===== config.mk =====
export PLATFORM = sky130hd
export DESIGN_NAME = if_fetch_queue_flat
export DESIGN_NICKNAME = d
export VERILOG_FILES = /design/src/rtl/if_fetch_queue_pkg.sv /design/src/rtl/if_fetch_queue_if.sv /design/src/rtl/if_fetch_queue_fetch_queue.sv /design/src/rtl/if_fetch_queue.sv /design/src/flat_wrapper.sv
export SDC_FILE = /design/constraint.sdc
export NUM_CORES = 1
export LEC_CHECK = 0
export CORE_MARGIN = 2
export CORE_UTILIZATION = 59
export DETAILED_ROUTE_END_ITERATION = 10
export PLACE_DENSITY = 0.81
export SKIP_LAST_GASP = 1
export SLEW_MARGIN = 20
export SYNTH_ARGS = -nofsm -noshare
export SYNTH_HDL_FRONTEND = slang
export SYNTH_SLANG_ARGS = --single-unit

===== constraint.sdc =====
create_clock -name clk -period 6.4 [get_ports clk]
set_input_delay 1.6 -clock clk [delete_from_list [all_inputs] [get_ports clk]]
set_output_delay 1.6 -clock clk [all_outputs]
set_load 0.05 [all_outputs]

===== src/rtl/if_fetch_queue_pkg.sv =====
// rtl/if_fetch_queue_pkg.sv - shared types and constants for the fetch queue
package if_fetch_queue_pkg;

  localparam int INSTR_W = 32;
  localparam logic [31:0] DEFAULT_RESET_PC = 32'hBFC0_0000;

  // One queue entry: the instruction together with the PC it was fetched from
  typedef struct packed {
    logic [31:0] pc;
    logic [31:0] instr;
  } fetch_entry_t;

  // Mask that clears the in-block byte offset of a fetch address
  function automatic logic [31:0] align_mask(input int fetch_width);
    return ~(32'(fetch_width * 4) - 32'd1);
  endfunction

endpackage


===== src/rtl/if_fetch_queue_if.sv =====
// rtl/if_fetch_queue_if.sv - IM / ID side signal bundle of the fetch queue
interface if_fetch_queue_if #(
  parameter int FETCH_WIDTH = 2,
  parameter int DEPTH       = 8
);
  import if_fetch_queue_pkg::*;

  logic                           stall;
  logic                           request_alt_pc;
  logic [31:0]                    alt_pc;
  logic [31:0]                    instr_address_2im;
  logic [FETCH_WIDTH*INSTR_W-1:0] instr_fim;
  logic                           instr_fim_valid;
  logic [31:0]                    instr1_out;
  logic [31:0]                    instr_pc_out;
  logic [31:0]                    instr_pc_plus4;
  logic                           instr_valid_out;
  logic [$clog2(DEPTH+1)-1:0]     queue_count;

  // Fetch stage side
  modport master (
    input  stall, request_alt_pc, alt_pc, instr_fim, instr_fim_valid,
    output instr_address_2im, instr1_out, instr_pc_out, instr_pc_plus4,
           instr_valid_out, queue_count
  );

  // Environment side (instruction memory and ID stage)
  modport slave (
    output stall, request_alt_pc, alt_pc, instr_fim, instr_fim_valid,
    input  instr_address_2im, instr1_out, instr_pc_out, instr_pc_plus4,
           instr_valid_out, queue_count
  );

endinterface


===== src/rtl/if_fetch_queue_fetch_queue.sv =====
// rtl/if_fetch_queue_fetch_queue.sv - circular instruction FIFO, multi-write single-read
module if_fetch_queue_fetch_queue
  import if_fetch_queue_pkg::*;
#(
  parameter int FETCH_WIDTH = 2,
  parameter int DEPTH       = 8,
  localparam int OFFW       = (FETCH_WIDTH > 1) ? $clog2(FETCH_WIDTH) : 1,
  localparam int CW         = $clog2(DEPTH + 1),
  localparam int PTRW       = $clog2(DEPTH)
) (
  input  logic                           clk,
  input  logic                           rst,
  input  logic                           flush,
  input  logic                           wr_en,
  input  logic [OFFW-1:0]                wr_start,
  input  fetch_entry_t [FETCH_WIDTH-1:0] wr_data,
  input  logic                           rd_en,
  output fetch_entry_t                   rd_data,
  output logic [CW-1:0]                  count
);

  fetch_entry_t    mem [DEPTH];
  logic [PTRW-1:0] head;
  logic [PTRW-1:0] tail;
  logic [CW-1:0]   wr_num;
  logic [CW-1:0]   wr_add;
  logic [CW-1:0]   rd_sub;

  // Slots below wr_start belong to a misaligned entry point and are skipped
  assign wr_num  = CW'(FETCH_WIDTH) - CW'(wr_start);
  assign wr_add  = wr_en ? wr_num : '0;
  assign rd_sub  = rd_en ? CW'(1) : '0;
  assign rd_data = mem[head];

  // Pointer and occupancy bookkeeping; flush empties the queue in one cycle
  always_ff @(posedge clk or posedge rst) begin
    if (rst) begin
      head  <= '0;
      tail  <= '0;
      count <= '0;
    end else if (flush) begin
      head  <= '0;
      tail  <= '0;
      count <= '0;
    end else begin
      if (wr_en) tail <= tail + PTRW'(wr_num);
      if (rd_en) head <= head + PTRW'(1);
      count <= count + wr_add - rd_sub;
    end
  end

  // Storage: pack the valid slots of the block contiguously starting at tail
  always_ff @(posedge clk) begin
    if (wr_en && !flush) begin
      for (int k = 0; k < FETCH_WIDTH; k++) begin
        if (k >= int'(wr_start)) begin
          mem[tail + PTRW'(k) - PTRW'(wr_start)] <= wr_data[k];
        end
      end
    end
  end

endmodule


===== src/rtl/if_fetch_queue.sv =====
// rtl/if_fetch_queue.sv - fetch stage: block fetch from IM into a queue, one instruction to ID
module if_fetch_queue
  import if_fetch_queue_pkg::*;
#(
  parameter int          FETCH_WIDTH = 2,
  parameter int          DEPTH       = 8,
  parameter logic [31:0] RESET_PC    = DEFAULT_RESET_PC
) (
  input logic              clk,
  input logic              rst,
  if_fetch_queue_if.master bus
);

  localparam int          OFFW        = (FETCH_WIDTH > 1) ? $clog2(FETCH_WIDTH) : 1;
  localparam int          CW          = $clog2(DEPTH + 1);
  localparam logic [31:0] ALIGN_MASK  = align_mask(FETCH_WIDTH);
  localparam logic [31:0] BLOCK_BYTES = 32'(FETCH_WIDTH * 4);

  logic [31:0]                    fetch_pc;
  logic [31:0]                    block_pc;
  logic [OFFW-1:0]                start_slot;
  fetch_entry_t [FETCH_WIDTH-1:0] slots;
  fetch_entry_t                   head_entry;
  logic [CW-1:0]                  count;
  logic                           redirect;
  logic                           room;
  logic                           enq;
  logic                           deq;
  logic [31:0]                    instr_q;
  logic [31:0]                    pc_q;
  logic [31:0]                    pc_plus4_q;
  logic                           valid_q;

  assign block_pc = fetch_pc & ALIGN_MASK;
  assign redirect = bus.request_alt_pc;

  generate
    if (FETCH_WIDTH > 1) begin : g_offset
      assign start_slot = fetch_pc[OFFW+1:2];
    end else begin : g_no_offset
      assign start_slot = '0;
    end
  endgenerate

  // Room is judged on the occupancy before this cycle's dequeue
  assign room = (CW'(DEPTH) - count) >= CW'(FETCH_WIDTH);
  assign enq  = !redirect && bus.instr_fim_valid && room;
  assign deq  = !redirect && !bus.stall && (count != '0);

  // Tag each slot of the incoming block with its own PC
  always_comb begin
    slots = '0;
    for (int k = 0; k < FETCH_WIDTH; k++) begin
      slots[k].pc    = block_pc + 32'(4 * k);
      slots[k].instr = bus.instr_fim[k*INSTR_W +: INSTR_W];
    end
  end

  if_fetch_queue_fetch_queue #(
    .FETCH_WIDTH (FETCH_WIDTH),
    .DEPTH       (DEPTH)
  ) u_queue (
    .clk      (clk),
    .rst      (rst),
    .flush    (redirect),
    .wr_en    (enq),
    .wr_start (start_slot),
    .wr_data  (slots),
    .rd_en    (deq),
    .rd_data  (head_entry),
    .count    (count)
  );

  // Fetch PC: redirect takes priority, otherwise advance only on an accepted block
  always_ff @(posedge clk or posedge rst) begin
    if (rst) begin
      fetch_pc <= RESET_PC;
    end else if (redirect) begin
      fetch_pc <= bus.alt_pc;
    end else if (enq) begin
      fetch_pc <= block_pc + BLOCK_BYTES;
    end
  end

  // ID output register: load on dequeue, bubble when empty or redirected, hold on stall
  always_ff @(posedge clk or posedge rst) begin
    if (rst) begin
      instr_q    <= '0;
      pc_q       <= '0;
      pc_plus4_q <= '0;
      valid_q    <= 1'b0;
    end else if (redirect) begin
      instr_q <= '0;
      valid_q <= 1'b0;
    end else if (deq) begin
      instr_q    <= head_entry.instr;
      pc_q       <= head_entry.pc;
      pc_plus4_q <= head_entry.pc + 32'd4;
      valid_q    <= 1'b1;
    end else if (!bus.stall) begin
      instr_q <= '0;
      valid_q <= 1'b0;
    end
  end

  assign bus.instr_address_2im = block_pc;
  assign bus.instr1_out        = instr_q;
  assign bus.instr_pc_out      = pc_q;
  assign bus.instr_pc_plus4    = pc_plus4_q;
  assign bus.instr_valid_out   = valid_q;
  assign bus.queue_count       = count;

endmodule


===== src/flat_wrapper.sv =====
// flat-port wrapper written by rule: the top's interface ports become plain ports
module if_fetch_queue_flat import if_fetch_queue_pkg::*;
#(
  parameter int          FETCH_WIDTH = 2,
  parameter int          DEPTH       = 8,
  parameter logic [31:0] RESET_PC    = DEFAULT_RESET_PC
)
  (clk, rst, bus_stall, bus_request_alt_pc, bus_alt_pc, bus_instr_fim, bus_instr_fim_valid, bus_instr_address_2im, bus_instr1_out, bus_instr_pc_out, bus_instr_pc_plus4, bus_instr_valid_out, bus_queue_count);
  if_fetch_queue_if #(.FETCH_WIDTH(FETCH_WIDTH), .DEPTH(DEPTH)) bus_i ();
  input logic clk;
  input logic rst;
  input wire logic [$bits(bus_i.stall)-1:0] bus_stall;
  input wire logic [$bits(bus_i.request_alt_pc)-1:0] bus_request_alt_pc;
  input wire logic [$bits(bus_i.alt_pc)-1:0] bus_alt_pc;
  input wire logic [$bits(bus_i.instr_fim)-1:0] bus_instr_fim;
  input wire logic [$bits(bus_i.instr_fim_valid)-1:0] bus_instr_fim_valid;
  output wire logic [$bits(bus_i.instr_address_2im)-1:0] bus_instr_address_2im;
  output wire logic [$bits(bus_i.instr1_out)-1:0] bus_instr1_out;
  output wire logic [$bits(bus_i.instr_pc_out)-1:0] bus_instr_pc_out;
  output wire logic [$bits(bus_i.instr_pc_plus4)-1:0] bus_instr_pc_plus4;
  output wire logic [$bits(bus_i.instr_valid_out)-1:0] bus_instr_valid_out;
  output wire logic [$bits(bus_i.queue_count)-1:0] bus_queue_count;
  assign bus_i.stall = bus_stall;
  assign bus_i.request_alt_pc = bus_request_alt_pc;
  assign bus_i.alt_pc = bus_alt_pc;
  assign bus_i.instr_fim = bus_instr_fim;
  assign bus_i.instr_fim_valid = bus_instr_fim_valid;
  assign bus_instr_address_2im = bus_i.instr_address_2im;
  assign bus_instr1_out = bus_i.instr1_out;
  assign bus_instr_pc_out = bus_i.instr_pc_out;
  assign bus_instr_pc_plus4 = bus_i.instr_pc_plus4;
  assign bus_instr_valid_out = bus_i.instr_valid_out;
  assign bus_queue_count = bus_i.queue_count;
  if_fetch_queue #(.FETCH_WIDTH(FETCH_WIDTH), .DEPTH(DEPTH), .RESET_PC(RESET_PC)) u_core (.clk(clk), .rst(rst), .bus(bus_i));
endmodule

* Yosys cells after proc, flatten, opt, wreduce, memory -nomap -nowiden
Memories as Yosys holds them, arrays and structs flattened. Index checks and enable logic that the tools add are counted.
Cells by class: reduce and logical (&&, ||, !) cells 11, bitwise gates (word level) 1, add/subtract/negate cells 12, mux-type cells 20, $lt $le $gt $ge 2, equality and inequality tests 1
Operators by type and width (count):
- 32-bit two-way mux | 5
- 32-bit by 3-bit adder with 32-bit output, second input constant | 2
- 32-bit by 4-bit adder with 32-bit output, second input constant | 1
- 3-bit two-way mux | 4
- 1-bit two-way mux | 9
- 4-bit two-way mux | 2
- 3-bit by 1-bit adder with 3-bit output, second input constant | 2
- 3-bit by 1-bit subtractor with 3-bit output | 2
- 1-bit logical AND | 5
- 4-bit adder | 1
- 4-bit by 2-bit greater-or-equal comparator with 1-bit output, second input constant | 1
- 2-bit nonzero test | 2
- 4-bit nonzero test | 1
- 4-bit by 1-bit subtractor with 4-bit output | 1
- 4-bit subtractor, first input constant | 1
- 3-bit adder | 1
- 3-bit by 1-bit inequality test with 1-bit output, second input constant | 1
- 2-bit by 1-bit subtractor with 3-bit output, first input constant | 1
- 1-bit logical NOT | 2
- 2-bit AND reduction | 1
- 1-bit greater-or-equal comparator, first input constant | 1
- 1-bit inverter | 1
Word-level totals: logic and storage cells 56, memories 1, RAM bits 512, flip-flop bits (word level) 139, output and inout port bits 133
Memories:
- u_core.u_queue.mem | depth 8, width 64, read ports 1, clocked after Yosys merged registers in 0, write ports 2, RTL line if_fetch_queue_fetch_queue.sv:22 | fetch_entry_t mem [DEPTH];

* Longest topological paths before layout
Gate-level depths: netlist of run 1.
depth in word-level cells 7, depth in mapped cells 14

* Modules after synthesis
A second synthesis of run 1 with hierarchy kept.
Second synthesis, totals: cells, all modules 2042, area total of the unflattened synthesis 32212.1 um^2
By module, submodules not included:
- if_fetch_queue_fetch_queue | times used 1, cells an instance 1399, area each 26075.0 um^2
- if_fetch_queue | times used 1, cells an instance 643, area each 6137.1 um^2

* Least setup slack after synthesis of run 1
Ideal clock, no wire load.
path type input port to flip-flop, start point input bus_request_alt_pc, end point memory u_core.u_queue.mem[5][0] (netlist bit) (enable), library setup time 0.415 ns, arrival 4.371 ns, stages on the path 7, path slack 1.614 ns, path through clkbuf_1 -> or3_1 -> clkbuf_1 -> nor3_1 -> nor2_1 -> clkbuf_1 -> inv_1
RTL lines:
- start, declared | RTL line flat_wrapper.sv:13 | input wire logic [$bits(bus_i.request_alt_pc)-1:0] bus_request_alt_pc;
- end, declared | RTL line if_fetch_queue_fetch_queue.sv:22

==> results of run 1 <==
routing by layer:
| layer | GRT usage | wire length [um] | share of wire | up-vias |
|---|---|---|---|---|
| met5 | 0 | 0 | 0 | - |
| met4 | 0.118 | 2270 | 0.029 | 0 |
| met3 | 0.0615 | 8480 | 0.11 | 155 |
| met2 | 0.470 | 36900 | 0.48 | 1214 |
| met1 | 0.409 | 29700 | 0.38 | 9582 |
| li1 | - | - | - | 8160 |
worst reg2reg max path, delay by kind of cell (launching register included):
| family | cells | cell delay (ns) |
|---|---|---|
| compound gates | 1 | 0.54 |
| xor+xnor | 1 | 0.26 |
| fa+ha+maj | 1 | 0.24 |
| buf+inv | 4 | 1.37 |
| flops | 1 | 0.43 |
| simple gates | 3 | 1.06 |
sequential cells by signal, summed over array words and instances (netlist names):
register	count
u_core.u_queue.tail	3
u_core.bus.instr_pc_plus4	30
u_core.bus.instr_pc_out	30
u_core.u_queue.mem	496
u_core.bus.instr1_out	32
u_core.u_queue.head	3
u_core.u_queue.count	4
u_core.bus.instr_valid_out	1
u_core.fetch_pc	30
report_power, final:
| part | leakage [nW] | switching, mW | internal (mW) |
|---|---|---|---|
| clock network | 0.969 | 1.55 | 1.98 |
| registers | 5.91 | 0.478 | 5.31 |
| logic | 4.47 | 2.90 | 1.73 |
| total | 11.4 | 4.93 | 9.02 |
cell type report:
class	instances	area share
repair buffers	272	0.0775
diodes	3	0.000220
clock inverters	32	0.00685
multi-input cells	1204	0.305
clock buffers	83	0.0501
inverters	39	0.00443
flip-flops and latches	629	0.532
well taps	672	0.0246
kinds of logic after synthesis:
group,count (synthesis)
mux,190
flops,629
xor+xnor,44
other cells,1
compound gates,407
simple gates,538
buf+inv,287
fa+ha+maj,18
Yosys cell counts (8+ instances only):
| library cell | count | share of area |
|---|---|---|
| a22o_1 | 257 | 0.076 |
| and3_1 | 8 | 0.0017 |
| buf_1 | 74 | 0.0094 |
| buf_2 | 10 | 0.0017 |
| buf_4 | 17 | 0.0043 |
| clkbuf_1 | 135 | 0.017 |
| dfrtp_1 | 124 | 0.10 |
| dfstp_2 | 9 | 0.0080 |
| dfxtp_1 | 8 | 0.0054 |
| edfxtp_1 | 488 | 0.49 |
| ha_1 | 16 | 0.0067 |
| inv_1 | 37 | 0.0047 |
| mux2_2 | 8 | 0.0030 |
| mux2i_1 | 52 | 0.018 |
| mux4_1 | 17 | 0.015 |
| mux4_2 | 105 | 0.080 |
| nand2_1 | 141 | 0.018 |
| nand3_1 | 20 | 0.0034 |
| nand4_1 | 12 | 0.0025 |
| nor2_1 | 61 | 0.0077 |
| nor2b_1 | 230 | 0.048 |
| nor3_1 | 19 | 0.0032 |
| nor4_1 | 9 | 0.0019 |
| o21ai_0 | 88 | 0.015 |
| xnor2_1 | 23 | 0.0068 |
| xor2_1 | 21 | 0.0062 |
cell usage in the layout (no fill, tap or decap), types with 7 or more instances in the layout:
cell type / netlist / routed
mux2i_1: 52 / 52
nor3_2: 1 / 9
inv_1: 37 / 28
nor3_1: 19 / 11
clkbuf_8: 0 / 8
a22o_1: 257 / 257
buf_4: 17 / 44
nand3_1: 20 / 20
clkbuf_16: 0 / 62
clkbuf_1: 135 / 13
o21ai_0: 88 / 88
mux2_2: 8 / 8
clkinv_1: 2 / 11
conb_1: 1 / 7
nor2_1: 61 / 49
nor4_1: 9 / 7
a21o_1: 7 / 7
xor2_1: 21 / 21
dfstp_2: 9 / 9
nor2b_1: 230 / 229
dfxtp_1: 8 / 8
and3_1: 8 / 8
dfrtp_1: 124 / 121
clkinv_2: 0 / 17
ha_1: 16 / 16
nor2_4: 0 / 7
clkdlybuf4s50_1: 0 / 223
nand4_1: 12 / 12
mux4_1: 17 / 17
and4_1: 7 / 7
mux4_2: 105 / 105
o31ai_1: 7 / 7
inv_2: 0 / 8
xnor2_1: 23 / 23
nand2_1: 141 / 141
edfxtp_1: 488 / 488
metrics by stage:
| stage | setup WS [ns] | total power, mW |
|---|---|---|
| floorplan | 1.26 | 8.92 |
| global route | 1.57 | 14.5 |
| finish | 1.70 | 13.9 |
| CTS | 1.74 | 14.0 |
| detailed placement | 1.08 | 10.5 |
| global placement | 1.16 | 10.3 |
worst max-delay path by stage:
stage                                            to  cells past startpoint
after detailed placement  u_core.u_queue.mem[5][19]                      8
after global routing      u_core.u_queue.mem[5][47]                      8
after floorplan            u_core.bus.instr1_out[0]                      1
after global placement    u_core.u_queue.mem[5][19]                      8
final                     u_core.u_queue.mem[5][41]                      8
after CTS                 u_core.u_queue.mem[5][16]                      8
==> results.cfg, run 1 <==
[timing]
min_period_ns = 4.70
tightest_slew_ns = 1.15
max_slew_margin = 0.210
rsz0062_at_grt = no
clock_skew_ns = 0.0217
hold_slack_ns = 0.459
timing.final.crit_share = 0.734
fmax_mhz = 213
final_max_slew_viol_count = 0
fin_setup_tns_ns = 0
final-hold-violation-count = 0
setup_viol = 0

[setup_path]
cp-start-kind = primary input
r2r_start = u_core.u_queue.count[0]
r2r_cells = 10
path_buf_inv = 4
crit_slowest_cell = nand3_1
cpMostUsedCell = buf_4
arrival_ns = 4.98
crit_path_start = bus_instr_fim_valid
worstSetupEndpointType = flop
path_cells = clkdlybuf4s50_1 -> o41a_1 -> nand3_1 -> nor3_2 -> nor2_4 -> buf_4 -> inv_2 -> buf_4
crit_type = primary input to flop
worst-path-max-fanout = 30
worst_path_largest_cell_delay_ns = 0.56
critPathTopFamily = buffers and inverters
cp.required_ns = 6.68
reg2reg_to = u_core.u_queue.mem[5][41]
regToRegSetupSlack_ns = 2.14

[detailed_routing]
vias_per_cell = 6.51
route.detailed.drc = 0
drt_iter0_markers = 2273
routed_wl_um = 77400
dr.pass1.iters = 5
wl_per_cell_um = 26.4
ant_nets = 0
via_count = 19100

[cts]
cts_root_buf = clkbuf_16
postCtsSetupBuffers = 0
numCtsBuffers = 61
clock_latency_ns = 0.65
cts_hold_buf = 0
clock_path_buffers = 3
ctsResizeCount = 0
cts_sinks = 629
h-tree-depth = 2
cts_tree = built
clk_pin_slew_ns = 0.06

[power]
power.density_nw_per_um2 = 408
ir_worst_vdd_v = 0.000247
leakage_nw = 11.4

[grt]
grt_pass1_vias = 19500
antenna_found_initial = 3
gr-total-overflow = 0
grt_use_total = 0.297
grt_pass1_wl_um = 117000
grt_start_max_net_pins = 93

[floorplanning]
chipHeight_um = 228
coreArea_sq_um = 49900
initial_core_util = 0.595
die_area_sq_um = 52100
chipWidth_um = 228
num_io_pins = 234
rows = 82

[synth]
synthCells = 2114
synth-main-ff-cell = edfxtp_1
ys_types = 70
synth_edf_count = 488
async_reset_ff_frac = 0.211
yosys_warnings = 0
synthSimpleGateAreaFrac = 0.0977
synth_mux_area_frac = 0.119
synth_fa_ha_area_frac = 0.00809
synthXorXnorAreaFrac = 0.0130
synth_area_sq_um = 29700
synth-seq-area-share = 0.611
ys_seq_elements = 629
synth_area_per_cell_sq_um = 14.0
synth-compound-area-share = 0.107
synth_top_family_by_area = multiplexers

[placement]
gp_congestion = 0.840
postPlaceCellArea_sq_um = 32200
dp_hpwl_um = 44200
dp.cells = 2816
numPortBuffers = 224

[final_layout]
syn_to_final_growth_pct = 15.1
postLayoutCellArea_sq_um = 34200
fin_nets = 2326
multi_input_area_sq_um = 10400
drive_gt1_frac = 0.143
fin_cells = 2934
fillers = 3355
register_area_sq_um = 18200
final_util = 0.685

[run]
maxCapViolCount = 0

[status]
status = finished clean

[min_path]
hold_start = u_core.u_queue.mem[6][34]
hold_end = u_core.u_queue.mem[6][34]
holdCritPathClass = flop to flop
whs_path_depth = 2
Note: power is estimated with default switching activity, not from simulation.
==> run 2: changes to the inputs <==
==> constraint.sdc (replaced) <==
create_clock -name clk -period 4.6 [get_ports clk]
set_input_delay 1.15 -clock clk [delete_from_list [all_inputs] [get_ports clk]]
set_output_delay 1.15 -clock clk [all_outputs]
set_load 0.05 [all_outputs]
==> run 2 against run 1 <==
Clock power up 48%. Sequential share of layout area down 0.35 points. Power up 42%. Die area unchanged. Worst setup slack worse by 0.84 ns. Combinational power up 41%.
==> results.cfg, run 2 (synthesis gave the netlist of run 1 again) <==
[setup_path]
worst_path_largest_cell_delay_ns = 0.68
crit_slowest_cell = nor4_1
arrival_ns = 4.29
path_cells = mux4_2 -> nor2b_1 -> a21oi_1 -> inv_1 -> ha_1 -> inv_1 -> nor4_1 -> nand4_1 -> or4_1 -> nand3_1
cp.required_ns = 5.16
cp-start-kind = flop
worstSetupEndpointType = flop
cpMostUsedCell = inv_1
crit_type = flop to flop
worst-path-max-fanout = 25

[cts]
cts_tree = built
cts_root_buf = clkbuf_16
numCtsBuffers = 60
postCtsSetupBuffers = 0
cts_hold_buf = 0
clk_pin_slew_ns = 0.07
cts_sinks = 629
clock_latency_ns = 0.63
ctsResizeCount = 0
clock_path_buffers = 3
h-tree-depth = 2

[placement]
dp_hpwl_um = 44100
numPortBuffers = 224
gp_congestion = 0.818
dp_slack_ns = 0.722

[final_layout]
largest_reg_flops = 496
register_area_sq_um = 18200
largest-register = u_core.u_queue.mem
fillers = 3346
syn_to_final_growth_pct = 15.9
layout_commonest_cell = edfxtp_1
drive_gt1_frac = 0.151
multi_input_area_sq_um = 10400
fin_nets = 2334
final_cell_mix = 488 x edfxtp_1, 257 x a22o_1, 229 x nor2b_1

[min_path]
holdCritPathClass = flop to flop

[run]
maxCapViolCount = 0

[detailed_routing]
dr.pass1.iters = 5
via_count = 19300
wl_per_cell_um = 26.4
routed_wl_um = 77600
vias_per_cell = 6.55
ant_nets = 0
route.detailed.drc = 0
drt_iter0_markers = 2196

[grt]
grt_use_total = 0.297
grt_pass1_vias = 19800
antenna_found_initial = 4
grt_start_max_net_pins = 134
gr-total-overflow = 0
grt_pass1_wl_um = 118000

[timing]
fin_setup_tns_ns = 0
clock_skew_ns = 0.0173
max_slew_margin = 0.251
tightest_slew_ns = 1.09
final-hold-violation-count = 0
rsz0062_at_grt = no
fmax_mhz = 268
timing.final.crit_share = 0.813
setup_viol = 0
min_period_ns = 3.74
final_max_slew_viol_count = 0
fin_ws_ns = 0.862

[floorplanning]
die_area_sq_um = 52100
rows = 82
initial_core_util = 0.595
chipWidth_um = 228
num_io_pins = 234
coreArea_sq_um = 49900
chipHeight_um = 228

[power]
ir_worst_vdd_v = 0.000396
p_total_mw = 19.7
leakage_nw = 11.5
power.density_nw_per_um2 = 574

[status]
status = finished clean
[run 2: changes by cell type in the layout (fill, tap and decap cells not counted), sizes merged]
cell,before,now
clkinvlp,1,6
buf,49,58
bufinv,3,7
clkinv,28,23
clkbuf,83,78
[run 2: critical path, delay by kind of cell, from the launching register on]
family          cells  cell delay, ns
mux                 1            0.40
simple gates        5            2.00
flops               1            0.66
compound gates      1            0.19
fa+ha+maj           1            0.16
buf+inv             2            0.27
[run 2: final timing paths]
path	start	to	slack (ns)	depth (start not counted)
max in group asynchronous	rst	u_core.u_queue.head[2]	2.78	3
min in group asynchronous	rst	u_core.bus.instr_pc_out[10]	1.07	3
setup reg to reg	u_core.u_queue.head[1]	u_core.bus.instr_pc_plus4[30]	0.86	10
setup / recovery	u_core.u_queue.head[1]	u_core.bus.instr_pc_plus4[30]	0.86	10
hold reg to reg	u_core.u_queue.mem[3][34]	u_core.u_queue.mem[3][34]	0.46	2
hold / removal	u_core.u_queue.mem[3][34]	u_core.u_queue.mem[3][34]	0.46	2
[run 2: layout make-up]
cell class / instances / area share
clock buffers: 78 / 0.0500
diodes: 3 / 0.000218
flip-flops and latches: 629 / 0.528
repair buffers: 281 / 0.0800
multi-input cells: 1204 / 0.302
clock inverters: 36 / 0.0110
inverters: 39 / 0.00437
well taps: 672 / 0.0244
[run 2: routing by layer]
metal,global-route usage,part of all wire,vias to the layer above
met4,0.111,0.030,2
met2,0.470,0.47,1218
met5,0,0.00017,-
met3,0.0624,0.11,191
li1,-,-,8183
met1,0.412,0.39,9662
[run 2: power breakdown]
| group | leakage, nW | internal [mW] | switching [mW] | total (mW) |
|---|---|---|---|---|
| Sequential | 5.91 | 7.39 | 0.620 | 8.01 |
| Clock | 1.04 | 3.03 | 2.18 | 5.22 |
| Combinational | 4.51 | 2.43 | 4.09 | 6.52 |
| Total | 11.5 | 12.8 | 6.90 | 19.7 |
[run 2: stage by stage]
stage | area, sq um | hold slack, ns | utilization | std cells
after floorplan | 29700 | 0.426 | - | 2120
after global placement | 32300 | 0.439 | 0.648 | 2825
after detailed placement | 32300 | 0.443 | 0.648 | 2825
after CTS | 34400 | 0.454 | 0.690 | 2939
after global routing | 34400 | 0.485 | 0.690 | 2941
final | 34400 | 0.457 | 0.690 | 2942
==> run 3: changes to the inputs <==
==> constraint.sdc (replaced) <==
create_clock -name clk -period 3.5 [get_ports clk]
set_input_delay 0.875 -clock clk [delete_from_list [all_inputs] [get_ports clk]]
set_output_delay 0.875 -clock clk [all_outputs]
set_load 0.05 [all_outputs]
==> run 3 against run 2 <==
Worst hold slack worse by 0.0027 ns. Die area stayed put. Sequential cell count unchanged. Critical path depth rose by 1. Worst setup slack got worse by 0.64 ns. Clock-buffer cell count unchanged. Register-to-register slack lost 0.64 ns. Power is 29% higher. Combinational power up 36%. First-iteration DRC count rose by 8.3%. Clock power up 19%.
==> results.cfg, run 3 (synthesis gave the netlist of run 1 again) <==
[status]
status = finished clean

[floorplanning]
chipWidth_um = 228
num_io_pins = 234
coreArea_sq_um = 49900
rows = 82
die_area_sq_um = 52100
chipHeight_um = 228
initial_core_util = 0.595

[grt]
grt_pass1_wl_um = 117000
grt_start_max_net_pins = 79
grt_pass1_vias = 19900
antenna_found_initial = 6
gr-total-overflow = 0
grt_use_total = 0.296

[cts]
cts_root_buf = clkbuf_16
h-tree-depth = 2
cts_hold_buf = 0
clk_pin_slew_ns = 0.06
cts_sinks = 629
postCtsSetupBuffers = 0
clock_path_buffers = 3
numCtsBuffers = 60
cts_tree = built
clock_latency_ns = 0.63

[final_layout]
final_cell_mix = 488 x edfxtp_1, 257 x a22o_1, 229 x nor2b_1
fin_nets = 2364
layout_commonest_cell = edfxtp_1
largest-register = u_core.u_queue.mem
syn_to_final_growth_pct = 16.3
postLayoutCellArea_sq_um = 34500
drive_gt1_frac = 0.151
fin_cells = 2973
largest_reg_flops = 496

[placement]
dp_hpwl_um = 45400
dp_slack_ns = 0.00277
dp.cells = 2855
gp_congestion = 0.857
postPlaceCellArea_sq_um = 32600
numPortBuffers = 224

[detailed_routing]
route.detailed.drc = 0
dr.pass1.iters = 5
routed_wl_um = 77400
ant_nets = 0
via_count = 19500
drt_iter0_markers = 2378
wl_per_cell_um = 26.1
vias_per_cell = 6.55

[setup_path]
crit_slowest_cell = or4_1
path_cells = mux4_2 -> and2b_1 -> a21oi_1 -> buf_4 -> inv_1 -> ha_1 -> inv_1 -> nor4_2 -> nand4_1 -> or4_1 -> nand3_1
worst-path-max-fanout = 10
cpMostUsedCell = inv_1
crit_type = flop to flop
worst_path_largest_cell_delay_ns = 0.60
cp-start-kind = flop
r2r_cells = 11
cp.required_ns = 4.07
arrival_ns = 3.84
worstSetupEndpointType = flop

[timing]
clock_skew_ns = 0.0161
fin_ws_ns = 0.223
final-hold-violation-count = 0
hold_slack_ns = 0.455
tightest_slew_ns = 0.902
final_max_slew_viol_count = 0
setup_viol = 0
timing.final.crit_share = 0.936
min_period_ns = 3.28
rsz0062_at_grt = no
fin_setup_tns_ns = 0
max_slew_margin = 0.381
fmax_mhz = 305

[power]
leakage_nw = 11.5
ir_worst_vdd_v = 0.000560
power.density_nw_per_um2 = 740

[min_path]
holdCritPathClass = flop to flop
whs_path_depth = 2

[run]
maxCapViolCount = 0
[run 3: area by class of cell]
cell class,count,area (sq um)
Timing Repair Buffer,311,3100
Sequential cell,629,18200
Inverter,39,158
Multi-Input combinational cell,1204,10400
Tap cell,672,841
Fill cell,3291,15300
Antenna cell,6,15.0
Clock inverter,34,231
Clock buffer,78,1620
[run 3: power breakdown]
part / internal [mW] / switching, mW
sequential: 9.71 / 0.722
clock: 3.46 / 2.77
combinational: 3.39 / 5.49
total: 16.6 / 8.99
[run 3: metrics by stage]
stage	util	total power [mW]
after CTS	0.692	25.6
after global placement	0.655	19.1
after global routing	0.692	26.5
after floorplan	-	16.3
final	0.692	25.5
after detailed placement	0.655	19.4
[run 3: worst max-delay path: cells and delay by family, from the launching register on]
family	cells	cell delay (ns)
AND/OR/NAND/NOR	5	1.68
AO/OA/AOI/OAI	1	0.12
buffers and inverters	3	0.36
multiplexers	1	0.35
adder cells (fa/ha/maj)	1	0.15
flip-flops	1	0.57
[run 3: final timing paths]
path                       slack, ns                      start                             to
max                             0.22     u_core.u_queue.head[2]  u_core.bus.instr_pc_plus4[30]
min                             0.45  u_core.u_queue.mem[2][34]      u_core.u_queue.mem[2][34]
max reg2reg                     0.22     u_core.u_queue.head[2]  u_core.bus.instr_pc_plus4[30]
min reg2reg                     0.45  u_core.u_queue.mem[2][34]      u_core.u_queue.mem[2][34]
max in group asynchronous       2.08                        rst       u_core.bus.instr1_out[5]
min in group asynchronous       0.61                        rst    u_core.bus.instr_pc_out[11]
[run 3: routing by layer]
layer	share of wire	up-vias	wire length, um	GRT usage
met1	0.39	9871	30600	0.408
met3	0.10	197	7810	0.0651
met4	0.031	4	2380	0.106
li1	-	8232	-	-
met5	0.00035	-	27	0
met2	0.47	1183	36600	0.470
[run 3: repair_timing]
item | CTS | global route
gates cloned | 0 | 0
pin swaps | 1 | 0
endpoints found under the setup margin | 2 | 3
resized for setup | 0 | 1
hold endpoints to repair | 0 | 0
